[config.mk]
export PLATFORM = sky130hd
export DESIGN_NAME = audio_rx_slave_flat
export DESIGN_NICKNAME = d
export VERILOG_FILES = /design/src/rtl/audio_rx_slave_if.sv /design/src/rtl/audio_rx_slave.sv /design/src/flat_wrapper.sv
export SDC_FILE = /design/constraint.sdc
export NUM_CORES = 1
export LEC_CHECK = 0
export BUFFER_PORTS_ARGS = -buffer_cell sky130_fd_sc_hd__buf_2
export CORE_MARGIN = 5
export CORE_UTILIZATION = 45
export DETAILED_ROUTE_END_ITERATION = 10
export PLACE_DENSITY = 0.65
export SETUP_SLACK_MARGIN = 0.3
export SYNTH_ARGS = -nofsm -noshare
export SYNTH_HDL_FRONTEND = slang
export SYNTH_SLANG_ARGS = --single-unit
export TNS_END_PERCENT = 50
[constraint.sdc]
create_clock -name iCLK_18_4 -period 1.74 [get_ports iCLK_18_4]
set_input_delay 0.174 -clock iCLK_18_4 [delete_from_list [all_inputs] [get_ports iCLK_18_4]]
set_output_delay 0.174 -clock iCLK_18_4 [all_outputs]
set_load 0.01 [all_outputs]
[src/rtl/audio_rx_slave_if.sv]
// Serial audio receive link: raw BCK/LRCK/DATA from the external master plus the decoded L/R sample outputs.
// The master modport is the stimulus/consumer side; the slave modport is the receiver.
interface audio_rx_slave_if #(
    parameter int DATA_WIDTH = 16
);
    logic                  iBCK;
    logic                  iLRCK;
    logic                  iDATA;
    logic                  iERR_CLR;
    logic [DATA_WIDTH-1:0] oLEFT;
    logic [DATA_WIDTH-1:0] oRIGHT;
    logic                  oVALID;
    logic                  oFRAME_ERR;
    logic                  oLOCKED;

    modport master (
        output iBCK, iLRCK, iDATA, iERR_CLR,
        input  oLEFT, oRIGHT, oVALID, oFRAME_ERR, oLOCKED
    );

    modport slave (
        input  iBCK, iLRCK, iDATA, iERR_CLR,
        output oLEFT, oRIGHT, oVALID, oFRAME_ERR, oLOCKED
    );
endinterface

[src/rtl/audio_rx_slave.sv]
// Slave serial audio receiver: oversamples BCK/LRCK/DATA and deserializes left-justified L/R words.
// Latency 4 clk from the raw closing LRCK edge to oVALID; no backpressure, oVALID is a 1-cycle strobe.
module audio_rx_slave #(
    parameter int DATA_WIDTH  = 16,
    parameter bit LEFT_LEVEL  = 1'b1,
    parameter int LOCK_FRAMES = 4
) (
    input  logic            iCLK_18_4,
    input  logic            iRST_N,
    audio_rx_slave_if.slave bus
);
    typedef enum logic [1:0] {HUNT, LEFT, RIGHT} state_t;

    localparam logic [4:0] FULL_CNT = 5'(DATA_WIDTH);
    localparam logic [3:0] LOCK_MAX = 4'(LOCK_FRAMES);

    state_t                state, stateNxt;
    logic [2:0]            bckPipe, lrckPipe;
    logic [1:0]            dataPipe;
    logic                  bckRise, lrEdge, lrLevel, bitIn;
    logic [DATA_WIDTH-1:0] shiftReg, leftHold;
    logic [4:0]            bitCnt;
    logic                  lGood;
    logic [3:0]            lockCnt, lockNxt;
    logic                  halfFull, goodFrame, shortLeft, badFrame, errEvent;

    // Two sync flops, a third for edge detect, then the detected pulses are registered.
    // DATA rides the same depth so bitIn is the level sampled at the BCK rise.
    always_ff @(posedge iCLK_18_4 or negedge iRST_N) begin
        if (!iRST_N) begin
            bckPipe  <= '0;
            lrckPipe <= '0;
            dataPipe <= '0;
            bckRise  <= 1'b0;
            lrEdge   <= 1'b0;
            lrLevel  <= 1'b0;
            bitIn    <= 1'b0;
        end else begin
            bckPipe  <= {bckPipe[1:0], bus.iBCK};
            lrckPipe <= {lrckPipe[1:0], bus.iLRCK};
            dataPipe <= {dataPipe[0], bus.iDATA};
            bckRise  <= bckPipe[1] & ~bckPipe[2];
            lrEdge   <= lrckPipe[1] ^ lrckPipe[2];
            lrLevel  <= lrckPipe[1];
            bitIn    <= dataPipe[1];
        end
    end

    assign halfFull = (bitCnt >= FULL_CNT);
    assign lockNxt  = (lockCnt == LOCK_MAX) ? lockCnt : lockCnt + 4'd1;
    assign errEvent = shortLeft | badFrame;

    always_ff @(posedge iCLK_18_4 or negedge iRST_N) begin
        if (!iRST_N) state <= HUNT;
        else         state <= stateNxt;
    end

    always_comb begin
        stateNxt  = state;
        goodFrame = 1'b0;
        shortLeft = 1'b0;
        badFrame  = 1'b0;
        if (lrEdge) begin
            case (state)
                HUNT: begin
                    if (lrLevel == LEFT_LEVEL) stateNxt = LEFT;
                end
                LEFT: begin
                    shortLeft = !halfFull;
                    stateNxt  = RIGHT;
                end
                RIGHT: begin
                    if (lGood && halfFull) goodFrame = 1'b1;
                    else                   badFrame  = 1'b1;
                    stateNxt = LEFT;
                end
                default: stateNxt = HUNT;
            endcase
        end
    end

    // A BCK rise coincident with an LRCK edge belongs to the new half: the old half
    // is judged on the pre-shift contents, and the new bit starts the count at 1.
    always_ff @(posedge iCLK_18_4 or negedge iRST_N) begin
        if (!iRST_N) begin
            shiftReg       <= '0;
            leftHold       <= '0;
            bitCnt         <= '0;
            lGood          <= 1'b0;
            lockCnt        <= '0;
            bus.oLEFT      <= '0;
            bus.oRIGHT     <= '0;
            bus.oVALID     <= 1'b0;
            bus.oFRAME_ERR <= 1'b0;
            bus.oLOCKED    <= 1'b0;
        end else begin
            if (lrEdge)
                bitCnt <= bckRise ? 5'd1 : 5'd0;
            else if (bckRise && bitCnt != 5'd31)
                bitCnt <= bitCnt + 5'd1;

            if (bckRise && (lrEdge || !halfFull))
                shiftReg <= {shiftReg[DATA_WIDTH-2:0], bitIn};

            if (lrEdge && state == LEFT) begin
                lGood <= halfFull;
                if (halfFull) leftHold <= shiftReg;
            end

            bus.oVALID <= goodFrame;
            if (goodFrame) begin
                bus.oLEFT   <= leftHold;
                bus.oRIGHT  <= shiftReg;
                lockCnt     <= lockNxt;
                bus.oLOCKED <= (lockNxt == LOCK_MAX);
            end

            if (errEvent) begin
                bus.oFRAME_ERR <= 1'b1;
                lockCnt        <= '0;
                bus.oLOCKED    <= 1'b0;
            end else if (bus.iERR_CLR) begin
                bus.oFRAME_ERR <= 1'b0;
            end
        end
    end
endmodule
[src/flat_wrapper.sv]
// flat-port wrapper written by rule: the top's interface ports become plain ports
module audio_rx_slave_flat 
#(
    parameter int DATA_WIDTH  = 16,
    parameter bit LEFT_LEVEL  = 1'b1,
    parameter int LOCK_FRAMES = 4
)
  (iCLK_18_4, iRST_N, bus_iBCK, bus_iLRCK, bus_iDATA, bus_iERR_CLR, bus_oLEFT, bus_oRIGHT, bus_oVALID, bus_oFRAME_ERR, bus_oLOCKED);
  audio_rx_slave_if #(.DATA_WIDTH(DATA_WIDTH)) bus_i ();
  input  logic iCLK_18_4;
  input  logic iRST_N;
  input wire logic [$bits(bus_i.iBCK)-1:0] bus_iBCK;
  input wire logic [$bits(bus_i.iLRCK)-1:0] bus_iLRCK;
  input wire logic [$bits(bus_i.iDATA)-1:0] bus_iDATA;
  input wire logic [$bits(bus_i.iERR_CLR)-1:0] bus_iERR_CLR;
  output wire logic [$bits(bus_i.oLEFT)-1:0] bus_oLEFT;
  output wire logic [$bits(bus_i.oRIGHT)-1:0] bus_oRIGHT;
  output wire logic [$bits(bus_i.oVALID)-1:0] bus_oVALID;
  output wire logic [$bits(bus_i.oFRAME_ERR)-1:0] bus_oFRAME_ERR;
  output wire logic [$bits(bus_i.oLOCKED)-1:0] bus_oLOCKED;
  assign bus_i.iBCK = bus_iBCK;
  assign bus_i.iLRCK = bus_iLRCK;
  assign bus_i.iDATA = bus_iDATA;
  assign bus_i.iERR_CLR = bus_iERR_CLR;
  assign bus_oLEFT = bus_i.oLEFT;
  assign bus_oRIGHT = bus_i.oRIGHT;
  assign bus_oVALID = bus_i.oVALID;
  assign bus_oFRAME_ERR = bus_i.oFRAME_ERR;
  assign bus_oLOCKED = bus_i.oLOCKED;
  audio_rx_slave #(.DATA_WIDTH(DATA_WIDTH), .LEFT_LEVEL(LEFT_LEVEL), .LOCK_FRAMES(LOCK_FRAMES)) u_core (.iCLK_18_4(iCLK_18_4), .iRST_N(iRST_N), .bus(bus_i));
endmodule
# [After elaboration in Yosys (flattened, before gate mapping)]
# Index checks and enable logic that the tools add are counted.
[totals] elab_cells=63 in_bits=6 latchBits=0 mem_bits_ro=0 out_inout_bits=35 mem_bits_rw=0 mem_count=0 ff_bits=91
[classes] shifts=0 multipliers=0 n_lt_le_gt_ge=1 addsub=2 n_reduce_logical=12 n_mux=20 bitwise=4 eq_ne=6 n_div=0
[ops] cell="1-bit 2-to-1 mux" count=13
[ops] cell="4-bit 2-to-1 mux" count=3
[ops] cell="5-bit 2-to-1 mux" count=2
[ops] cell="4-bit by 3-bit == test with 1-bit output, second input constant" count=2
[ops] cell="2-bit one-hot mux with 3 select lines" count=1
[ops] cell="2-bit nonzero test" count=3
[ops] cell="5-bit by 1-bit adder with 5-bit output, second input constant" count=1
[ops] cell="5-bit greater-or-equal comparator, second input constant" count=1
[ops] cell="5-bit inequality test, second input constant" count=1
[ops] cell="4-bit by 1-bit adder with 4-bit output, second input constant" count=1
[ops] cell="1-bit logical AND" count=4
[ops] cell="2-bit AND reduction" count=2
[ops] cell="2-bit by 1-bit == test with 1-bit output, second input constant" count=1
[ops] cell="2-bit == test, second input constant" count=1
[ops] cell="2-bit zero test" count=1
[ops] cell="2-bit 2-to-1 mux" count=1
[ops] cell="2-bit by 1-bit inequality test with 1-bit output, second input constant" count=1
[ops] cell="1-bit bitwise AND" count=1
[ops] cell="1-bit zero test" count=1
[ops] cell="1-bit logical OR" count=1
[ops] cell="1-bit NOT" count=1
[ops] cell="1-bit OR" count=1
[ops] cell="1-bit bitwise XOR" count=1

# [Longest topological paths before layout]
# Gate-level depths: netlist of the first run.
[logic_depth] word_depth=7 ltp_mapped=8 ltp_nobuf=7

# [Least setup slack after synthesis of the first run]
# Ideal clock, no wire load.
[synth_timing] kind="register to register" from="reg u_core.bitCnt[0]" to="reg u_core.bitCnt[3]" slack_ps=72 period_less_slack_ps=1668 path_stages_with_launch=9 t_arrival_ps=1550 setup_ps=118 required_time_ps=1622 n_path_buf=1 cell_sequence="dfrtp_1 ha_1 and3_1 ha_1 nor2b_1 clkbuf_1 nand4_1 xor2_1 nor2_1"
[synth_via] elab_chain_cells=3 word_cells_on_any_way=6 classes_between="add/sub (1); eq/ne (1); mux (2); reduce/logical (2)"
[synth_lines] element="from (decl)" line_no="audio_rx_slave.sv:22" text="logic [4:0] bitCnt;"
[synth_lines] element="from (signal assigned)" line_no="audio_rx_slave.sv:98" text="bitCnt <= bckRise ? 5'd1 : 5'd0;"
[synth_lines] element="from (signal assigned)" line_no="audio_rx_slave.sv:100" text="bitCnt <= bitCnt + 5'd1;"
[synth_lines] element="5-bit by 1-bit adder with 5-bit output / 5-bit inequality test (equally long branches)" line_no="audio_rx_slave.sv:100, audio_rx_slave.sv:99"
[synth_lines] element="5-bit 2-to-1 mux / 1-bit logical AND (equally long branches)" line_no="audio_rx_slave.sv:99" text="else if (bckRise && bitCnt != 5'd31)"
[synth_lines] element="5-bit 2-to-1 mux / 2-bit nonzero test (equally long branches)"
# Parallel ways exist; a longest one is shown, timed or not. The select of a mux whose other input is x is not followed.
# A chain may end at the register's enable or synchronous reset.

# [Final worst setup path of the first run]
[layout_timing] from="reg u_core.lrEdge" to="reg u_core.bus.oLEFT[2]"
[layout_via] elab_chain_cells=1
[layout_lines] element="from (decl)" line_no="audio_rx_slave.sv:20" text="logic bckRise, lrEdge, lrLevel, bitIn;"
[layout_lines] element="from (signal assigned)" line_no="audio_rx_slave.sv:43" text="lrEdge <= lrckPipe[1] ^ lrckPipe[2];"
[layout_lines] element="1-bit 2-to-1 mux" line_no="audio_rx_slave.sv:63" text="if (lrEdge) begin"
[layout_lines] element="to (signal assigned)" line_no="audio_rx_slave.sv:112" text="bus.oLEFT <= leftHold;"
[layout_lines] element="to (decl)" line_no="audio_rx_slave_if.sv:23" text="output oLEFT, oRIGHT, oVALID, oFRAME_ERR, oLOCKED"
# No other way between the ends.

==> metrics.md, run 1 <==
| Metric | Value |
|---|---|
| Outcome | complete, no violations |
| Area growth from synthesis to layout | 26.9% |
| Synth area leaders | dfrtp_1 64%, mux2_1 9.7%, mux2_2 8.1% |
| Int Pwr | between 3 and 4 mW |
| DRT iter0 DRCs | 75 |
| Combinational share of power | a little under a tenth |
| GRT Util Overall | 13.2% |
| Mapped Area | roughly 3500 um^2 |
| CTS buffer count | 9 |
| Largest family of logic cells by synthesized area | multiplexers |
| First-pass GRT wire length | 10200 um |
| Leak Pwr | 2.29 nW |
| CTS sink cnt | 90 |
| Initial antenna violation count | 0 |
| Net Switching | between 1 and 1.5 mW |
| RSZ-0062 raised after global routing | true |
| Slew @ Worst Pin | ~0.52 ns |
| Horiz. Die Dim | ~98 um |
| Worst Path Max Fanout | 10 |
| Max Cap Violations | 0 |
| Die Span Y | 98.1 um |
| Worst VDD drop | roughly 0.00048 V |
| Clock Skews | ~0.0097 ns |
| Post-synthesis compound-gate area fraction | under 10% |
| Clk buf depth | 2 |
| PwrDens | between 900 and 1000 nW/um^2 |
| Mapped Nets | 240 |
| EDFF count, synth | 0 |
| Post-route ant nets | 0 |
| Post-synth cell types | 35 |
| Fin Hold WS | 0.336 ns |
| Rel. slew slack | between 60% and 70% |
| Ports | ~40 |
| CP startpoint | u_core.lrEdge$_DFF_PN0_ |
| Port Buf Inserts | 40 |
| Pre-antenna DRT Iters | 4 |
| WP data required | about 2 ns |
| Fin. Hold Viols | 0 |
| Antenna cells | 0 |
| Simple-gate share of the synthesized area | about 4.2% |
| Synth Area in Adders | 1.79% |
| CP peak stage delay | about 0.40 ns |
| Largest net degree at the start of global routing | 40 |
| # setup viols final | 0 |
| Via density | 4.91 |
| Clock Pin Slew Worst Setup and Hold Paths | 0.09 ns |
| Worst skew pair latency | between 0.3 and 0.4 ns |
| Setup tns final | 0 ns |
| CP startpoint kind | flip-flop |
| Seq/Total Area, Yosys | 64.5% |
| Final GP Congestion | between 0.7 and 0.8 |
| R2R Path Start | u_core.lrEdge$_DFF_PN0_ |
| Initial Util | between 40% and 50% |
| Clock Power Share | approximately a third |
| Nets | a little over 300 |
| Switching Fraction | around a quarter |
| Max Clk Rate | 663 MHz |
| Final Cycle Share | a little under 90% |
| Worst setup EP type | flip-flop |
| Mean routed wirelength per cell | ~16 um |
| Asr flop ratio synth | between 90% and 100% |
| #FFs+latches synth | 90 |
| Syn avg cell area | 15.2 um^2 |
| Crit Path Class | reg -> reg |
| Ys flop type | dfrtp_1 |
| Core footprint | 7650 um^2 |
| Via Count | between 1500 and 2000 |
| H-Tree Depth | 3 |
| DIE AREA | between 9000 and 10000 um^2 |
| Root Buffer Master | clkbuf_8 |
| Post-synthesis xor/xnor area fraction | 1.00% |
| Row count | 32 |
| Remaining global-route overflow | 0 |
| Critical-path cell list | nor2b_4, and3_4, clkbuf_16, mux2_1 |
| Routed wire length | 6360 um |
| Sequential share of power | between 50% and 60% |
| YS warnings | 0 |
| Share of cells above drive strength 1 | between 40% and 50% |
| Reg2Reg Depth | 4 |
| Slowest cell on crit path | dfrtp_1 |
| Area leader, netlist | dfrtp_1 |
| Mapped Cells | between 200 and 250 |
| Yosys top cell area share | about 64% |
| DRC Markers | 0 |
| Min cycle time layout | approximately 1.5 ns |
| Crit path DAT | roughly 1.7 ns |
| Vias in the first global route | between 2000 and 2500 |
| CTS tree | yes |
| HPWL after detailed placement | 3830 um |
| Final count of pins violating max slew | 0 |
| HP Class | in -> async |
| Multiplexer share of the synthesized area | 21.9% |
## cells by family after synthesis
family | count (synthesis)
flip-flops | 90
multiplexers | 65
AND/OR/NAND/NOR | 28
AO/OA/AOI/OAI | 20
buffers and inverters | 17
adder cells (fa/ha/maj) | 5
XOR/XNOR | 4
## repair_timing
item	4_1_cts	5_1_grt
buffers inserted	5	3
gates cloned	0	4
pin swaps	2	4
resized for setup	12	22
hold buffers	5	0
endpoints found under the hold margin	41	0
endpoints found under the setup margin	54	70
## synthesized netlist by cell type, drive strengths merged, types with 3 or more instances
master   n
nor2b    3
xor2     3
o21ai    8
and3     3
nor2     7
dfrtp   90
ha       5
buf      8
mux2    64
a21oi    4
inv      8
nand2    7
## metrics by stage
stage	setup WS (ns)	util [%]	std cells	total power [mW]	area (um^2)
6_report	0.231	58.0	404	4.36	4430
5_1_grt	0.171	58.0	404	4.56	4430
4_1_cts	0.229	55.3	397	4.39	4230
3_5_place_dp	0.152	50.8	371	2.87	3880
3_3_place_gp	0.163	50.8	371	2.85	3880
2_1_floorplan	0.201	-	229	2.69	3530
## worst max-delay path, delay by kind of cell (launching register included)
family | cells | cell delay (ns)
flip-flops | 1 | 0.40
AND/OR/NAND/NOR | 2 | 0.48
multiplexers | 1 | 0.31
buffers and inverters | 1 | 0.19
## final cells by class
| type | instances | area, um^2 |
|---|---|---|
| fillers | 613 | 3210 |
| repair buffers | 66 | 551 |
| multi-input cells | 122 | 1250 |
| clock inverters | 5 | 60.1 |
| well taps | 102 | 128 |
| inverters | 8 | 32.5 |
| flip-flops and latches | 90 | 2260 |
| clock buffers | 11 | 151 |
## per-layer routing
| layer | share of wire [%] | track usage (%) | wire, um | vias to the layer above |
|---|---|---|---|---|
| li1 | - | - | - | 939 |
| met1 | 49 | 18.1 | 3090 | 1008 |
| met2 | 47 | 19.8 | 2980 | 30 |
| met3 | 3.2 | 3.71 | 202 | 8 |
| met4 | 1.4 | 5.43 | 91 | 0 |
| met5 | 0 | 0 | 0 | - |
## registers in the layout, summed over array words and instances (netlist names)
name	cells
u_core.bus.oLEFT	16
u_core.bus.oRIGHT	16
u_core.leftHold	16
u_core.shiftReg	16
u_core.bitCnt	5
u_core.lockCnt	4
u_core.bckPipe	3
u_core.dataPipe	2
u_core.lrckPipe	2
u_core.state	2
u_core.bckRise	1
u_core.bitIn	1
u_core.bus.oFRAME_ERR	1
u_core.bus.oLOCKED	1
u_core.bus.oVALID	1
u_core.lGood	1
u_core.lrEdge	1
u_core.lrLevel	1
## path summary, 6_finish.rpt
| kind | endpoint | slack (ns) |
|---|---|---|
| min in group iCLK_18_4 | u_core.bckPipe[1]$_DFF_PN0_ | 0.36 |
| min | u_core.bus.oRIGHT[0]$_DFFE_PN0P_ | 0.34 |
| min reg2reg | u_core.bckPipe[1]$_DFF_PN0_ | 0.36 |
| max | u_core.bus.oLEFT[2]$_DFFE_PN0P_ | 0.23 |
| max in group asynchronous | u_core.state[0]$_DFFE_PN0P_ | 0.85 |
| max reg2reg | u_core.bus.oLEFT[2]$_DFFE_PN0P_ | 0.23 |
## power by group through the flow
| stage | Sequential (mW) | Combinational (mW) | Clock [mW] |
|---|---|---|---|
| 2_1_floorplan | 2.46 | 0.236 | 0 |
| 3_3_place_gp | 2.52 | 0.335 | 0 |
| 3_5_place_dp | 2.52 | 0.348 | 0 |
| 4_1_cts | 2.48 | 0.383 | 1.52 |
| 5_1_grt | 2.52 | 0.443 | 1.60 |
| 6_report | 2.49 | 0.395 | 1.48 |
## cell usage in the layout, fill, tap and decap left out, types with 2 or more instances in the layout
master / count
dfrtp_1: 86
buf_2: 39
mux2_2: 24
mux2_1: 21
mux2_4: 19
clkbuf_8: 11
buf_4: 11
inv_1: 7
nand2_1: 7
o21ai_0: 6
nor2_1: 6
dlygate4sd3_1: 5
buf_12: 5
clkbuf_16: 4
dfrtp_2: 4
xor2_1: 3
a21oi_2: 3
nor2b_4: 2
and3_4: 2
a22o_1: 2
nand3_1: 2
nand4_1: 2
o31ai_1: 2
ha_4: 2
ha_1: 2
buf_6: 2
No activity file was read; power rests on OpenSTA's default activity.
==> run 2: changes to the inputs <==
--- a/config.mk
+++ b/config.mk
@@ -6,10 +6,12 @@
 export NUM_CORES = 1
 export LEC_CHECK = 0
 export BUFFER_PORTS_ARGS = -buffer_cell sky130_fd_sc_hd__buf_2
+export CELL_PAD_IN_SITES_DETAIL_PLACEMENT = 0
+export CELL_PAD_IN_SITES_GLOBAL_PLACEMENT = 1
 export CORE_MARGIN = 5
-export CORE_UTILIZATION = 45
+export CORE_UTILIZATION = 43
 export DETAILED_ROUTE_END_ITERATION = 10
-export PLACE_DENSITY = 0.65
+export PLACE_DENSITY_LB_ADDON = 0.1
 export SETUP_SLACK_MARGIN = 0.3
 export SYNTH_ARGS = -nofsm -noshare
 export SYNTH_HDL_FRONTEND = slang
==> run 2 against run 1 <==
Clock power down 7%. Cell count up 0.99%. Sequential power about the same. Hold slack worse by 0.32 ns. Combinational power up 7.3%. Sequential cell count unchanged. Global-route usage up 0.083 points. Wire length up 1.8%. Largest cell class unchanged. Cell area up 0.71%. Via count up 0.60%. Non-clock buffer count up 4.
==> metrics.md, run 2 (synthesis gave the netlist of run 1 again) <==
| Metric | Value |
|---|---|
| CP peak stage delay | 0.44 ns (+0.04 ns) |
| RSZ-0062 raised after global routing | true |
| Pre-antenna DRT Iters | 4 (unchanged) |
| Area growth from synthesis to layout | 27.8% |
| WP data required | 1.98 ns (about the same) |
| FF-to-FF End | u_core.leftHold[0]$_DFFE_PN0P_ |
| Worst setup EP type | flip-flop |
| Depth of the worst hold-timing path | 2 |
| HP Class | in -> reg |
| CP startpoint kind | flip-flop |
| Via density | 4.89 (-0.38%) |
| H-Tree Depth | 3 (unchanged) |
| Antenna cells | 0 (unchanged) |
| Clock Pin Slew Worst Setup and Hold Paths | 0.09 ns (about the same) |
| Initial Util | 44.7% (-0.94 points) |
| Total Power | 4.27 mW (-2.0%) |
| Remaining global-route overflow | 0 (unchanged) |
| Max Cap Violations | 0 (unchanged) |
| R2R Path Start | u_core.state[0]$_DFFE_PN0P_ |
| Crit path DAT | 1.75 ns (about the same) |
| Critical-path cell list | nand2_1, or3_4, buf_12, mux2_1 |
| HPWL after detailed placement | 3730 um (-2.5%) |
| Largest net degree at the start of global routing | 51 (+28%) |
| Share of cells above drive strength 1 | 47.7% (+1.4 points) |
| Die Span Y | 100 um (+2.1%) |
| Leading cell type in the layout, fill and taps excluded | dfrtp_1 |
| Hold_sp | bus_iERR_CLR |
| Hold Path Sink | u_core.bus.oFRAME_ERR$_DFFE_PN0P_ |
| Clock Skews | 0.0116 ns (+0.00190 ns) |
| DRT iter0 DRCs | 38 (-49%) |
| Root Buffer Master | clkbuf_8 |
| PwrDens | 956 nW/um^2 (-2.7%) |
| Fill cells | 656 (+7.0%) |
| DIE AREA | 10000 um^2 (+4.2%) |
| Nets | 312 (+1.3%) |
| Port Buf Inserts | 40 (unchanged) |
| Worst Path Max Fanout | 17 (+7) |
| Post-route ant nets | 0 (unchanged) |
| Most frequent cells in the layout | 87 x dfrtp_1, 39 x buf_2, 28 x mux2_4, 18 x mux2_1, 18 x mux2_2 |
| Clk buf depth | 2 (unchanged) |
| Initial antenna violation count | 0 (unchanged) |
| Reg2Reg Setup Slack | 0.23 ns (about the same) |
| Via Count | 1997 (+0.60%) |
| GRT Util Overall | 13.3% (+0.083 points) |
| CTS sink cnt | 90 (unchanged) |
| Max Clk Rate | 661 MHz (-0.21%) |
| Slowest cell on crit path | dfrtp_1 |
| Slew @ Worst Pin | 0.328 ns (-0.190 ns) |
| Final GP Congestion | 0.714 (-2.4%) |
| First-pass GRT wire length | 10400 um (+1.4%) |
| Row count | 32 (unchanged) |
| Ports | 41 (unchanged) |
| Final count of pins violating max slew | 0 (unchanged) |
| Core footprint | 7810 um^2 (+2.1%) |
| Mean routed wirelength per cell | 15.9 um (+0.79%) |
| Horiz. Die Dim | 100 um (+2.1%) |
| Leak Pwr | 2.30 nW (+0.37%) |
| CTS tree | yes |
| Min cycle time layout | 1.51 ns (+0.00321 ns) |
| # setup viols final | 0 (unchanged) |
| DRC Markers | 0 (unchanged) |
| Reg2Reg Depth | 4 (unchanged) |
| Outcome | complete, no violations |
| Fin Hold WS | 0.0176 ns (-0.318 ns) |
| Fin. Hold Viols | 0 (unchanged) |
| Worst VDD drop | 0.000506 V (+6.2%) |
| Final Cycle Share | 86.9% (+0.18 points) |
| Worst skew pair latency | 0.36 ns (about the same) |
| CTS buffer count | 9 (unchanged) |
| Post-place setup slack | 0.155 ns (+0.00377 ns) |
| Setup tns final | 0 ns (unchanged) |
| Routed wire length | 6480 um (+1.8%) |
| Rel. slew slack | 78.1% (+13 points) |
| Crit Path Class | reg -> reg |
| Vias in the first global route | 2037 (+0.49%) |
| Worst Slack Setup Final | 0.228 ns (-0.00321 ns) |
[run 2: cell types whose count changed in the layout (fill, tap and decap cells not counted), sizes merged]
cell,change
clkinv,-2
buf,+6
dlygate4sd3,-1
inv,+3
bufinv,-1
clkinvlp,+1
clkbuf,-2
[run 2: worst max path at each step]
stage	startpoint	endpoint	slack (ns)	cells past startpoint
2_1_floorplan	u_core.bitCnt[0]$_DFFE_PN0P_	u_core.bitCnt[3]$_DFFE_PN0P_	0.20	8
3_3_place_gp	u_core.bitCnt[0]$_DFFE_PN0P_	u_core.bitCnt[4]$_DFFE_PN0P_	0.16	8
3_5_place_dp	u_core.bitCnt[4]$_DFFE_PN0P_	u_core.bus.oLEFT[7]$_DFFE_PN0P_	0.16	4
4_1_cts	u_core.lrEdge$_DFF_PN0_	u_core.shiftReg[4]$_DFFE_PN0P_	0.23	5
5_1_grt	u_core.bitCnt[1]$_DFFE_PN0P_	u_core.bitCnt[3]$_DFFE_PN0P_	0.12	7
6_report	u_core.state[0]$_DFFE_PN0P_	u_core.leftHold[0]$_DFFE_PN0P_	0.23	4
[run 2: final cells by class]
cell class / count / area, um^2 / share of cell area [%]
repair buffers: 70 / 581 / 13.0
clock inverters: 6 / 55.1 / 1.23
clock buffers: 10 / 138 / 3.08
multi-input cells: 122 / 1280 / 28.6
well taps: 102 / 128 / 2.86
inverters: 8 / 30.0 / 0.673
flip-flops and latches: 90 / 2260 / 50.5
[run 2: power breakdown]
| part | leakage [nW] | internal (mW) | switching [mW] |
|---|---|---|---|
| clock | 0.0934 | 0.588 | 0.788 |
| combinational | 1.01 | 0.247 | 0.177 |
| sequential | 1.20 | 2.29 | 0.182 |
| total | 2.30 | 3.12 | 1.15 |
[run 2: per-stage QoR]
step | instances | cell area, um^2 | utilization [%]
5_1_grt | 408 | 4460 | 57.2
6_report | 408 | 4460 | 57.2
3_3_place_gp | 370 | 3890 | 49.8
4_1_cts | 396 | 4210 | 54.0
3_5_place_dp | 370 | 3890 | 49.8
2_1_floorplan | 229 | 3530 | -
[run 2: worst max-delay path, delay by kind of cell, from the launching register on]
family | cells | cell delay, ns
AND/OR/NAND/NOR | 2 | 0.47
flip-flops | 1 | 0.44
multiplexers | 1 | 0.31
buffers and inverters | 1 | 0.17
[run 2: timing repair]
action	CTS	global route
setup buffers	5	8
setup endpoints to repair	54	70
hold buffers	4	0
resized for setup	10	23
pin swaps	5	7
endpoints found under the hold margin	26	0
cloned	1	4
[run 2: per-layer routing]
layer,track usage [%],up-vias,routed length [um]
met3,4.52,6,254
met1,18.0,1022,3050
li1,-,940,-
met4,4.66,0,61
met5,0,-,0
met2,20.1,29,3110
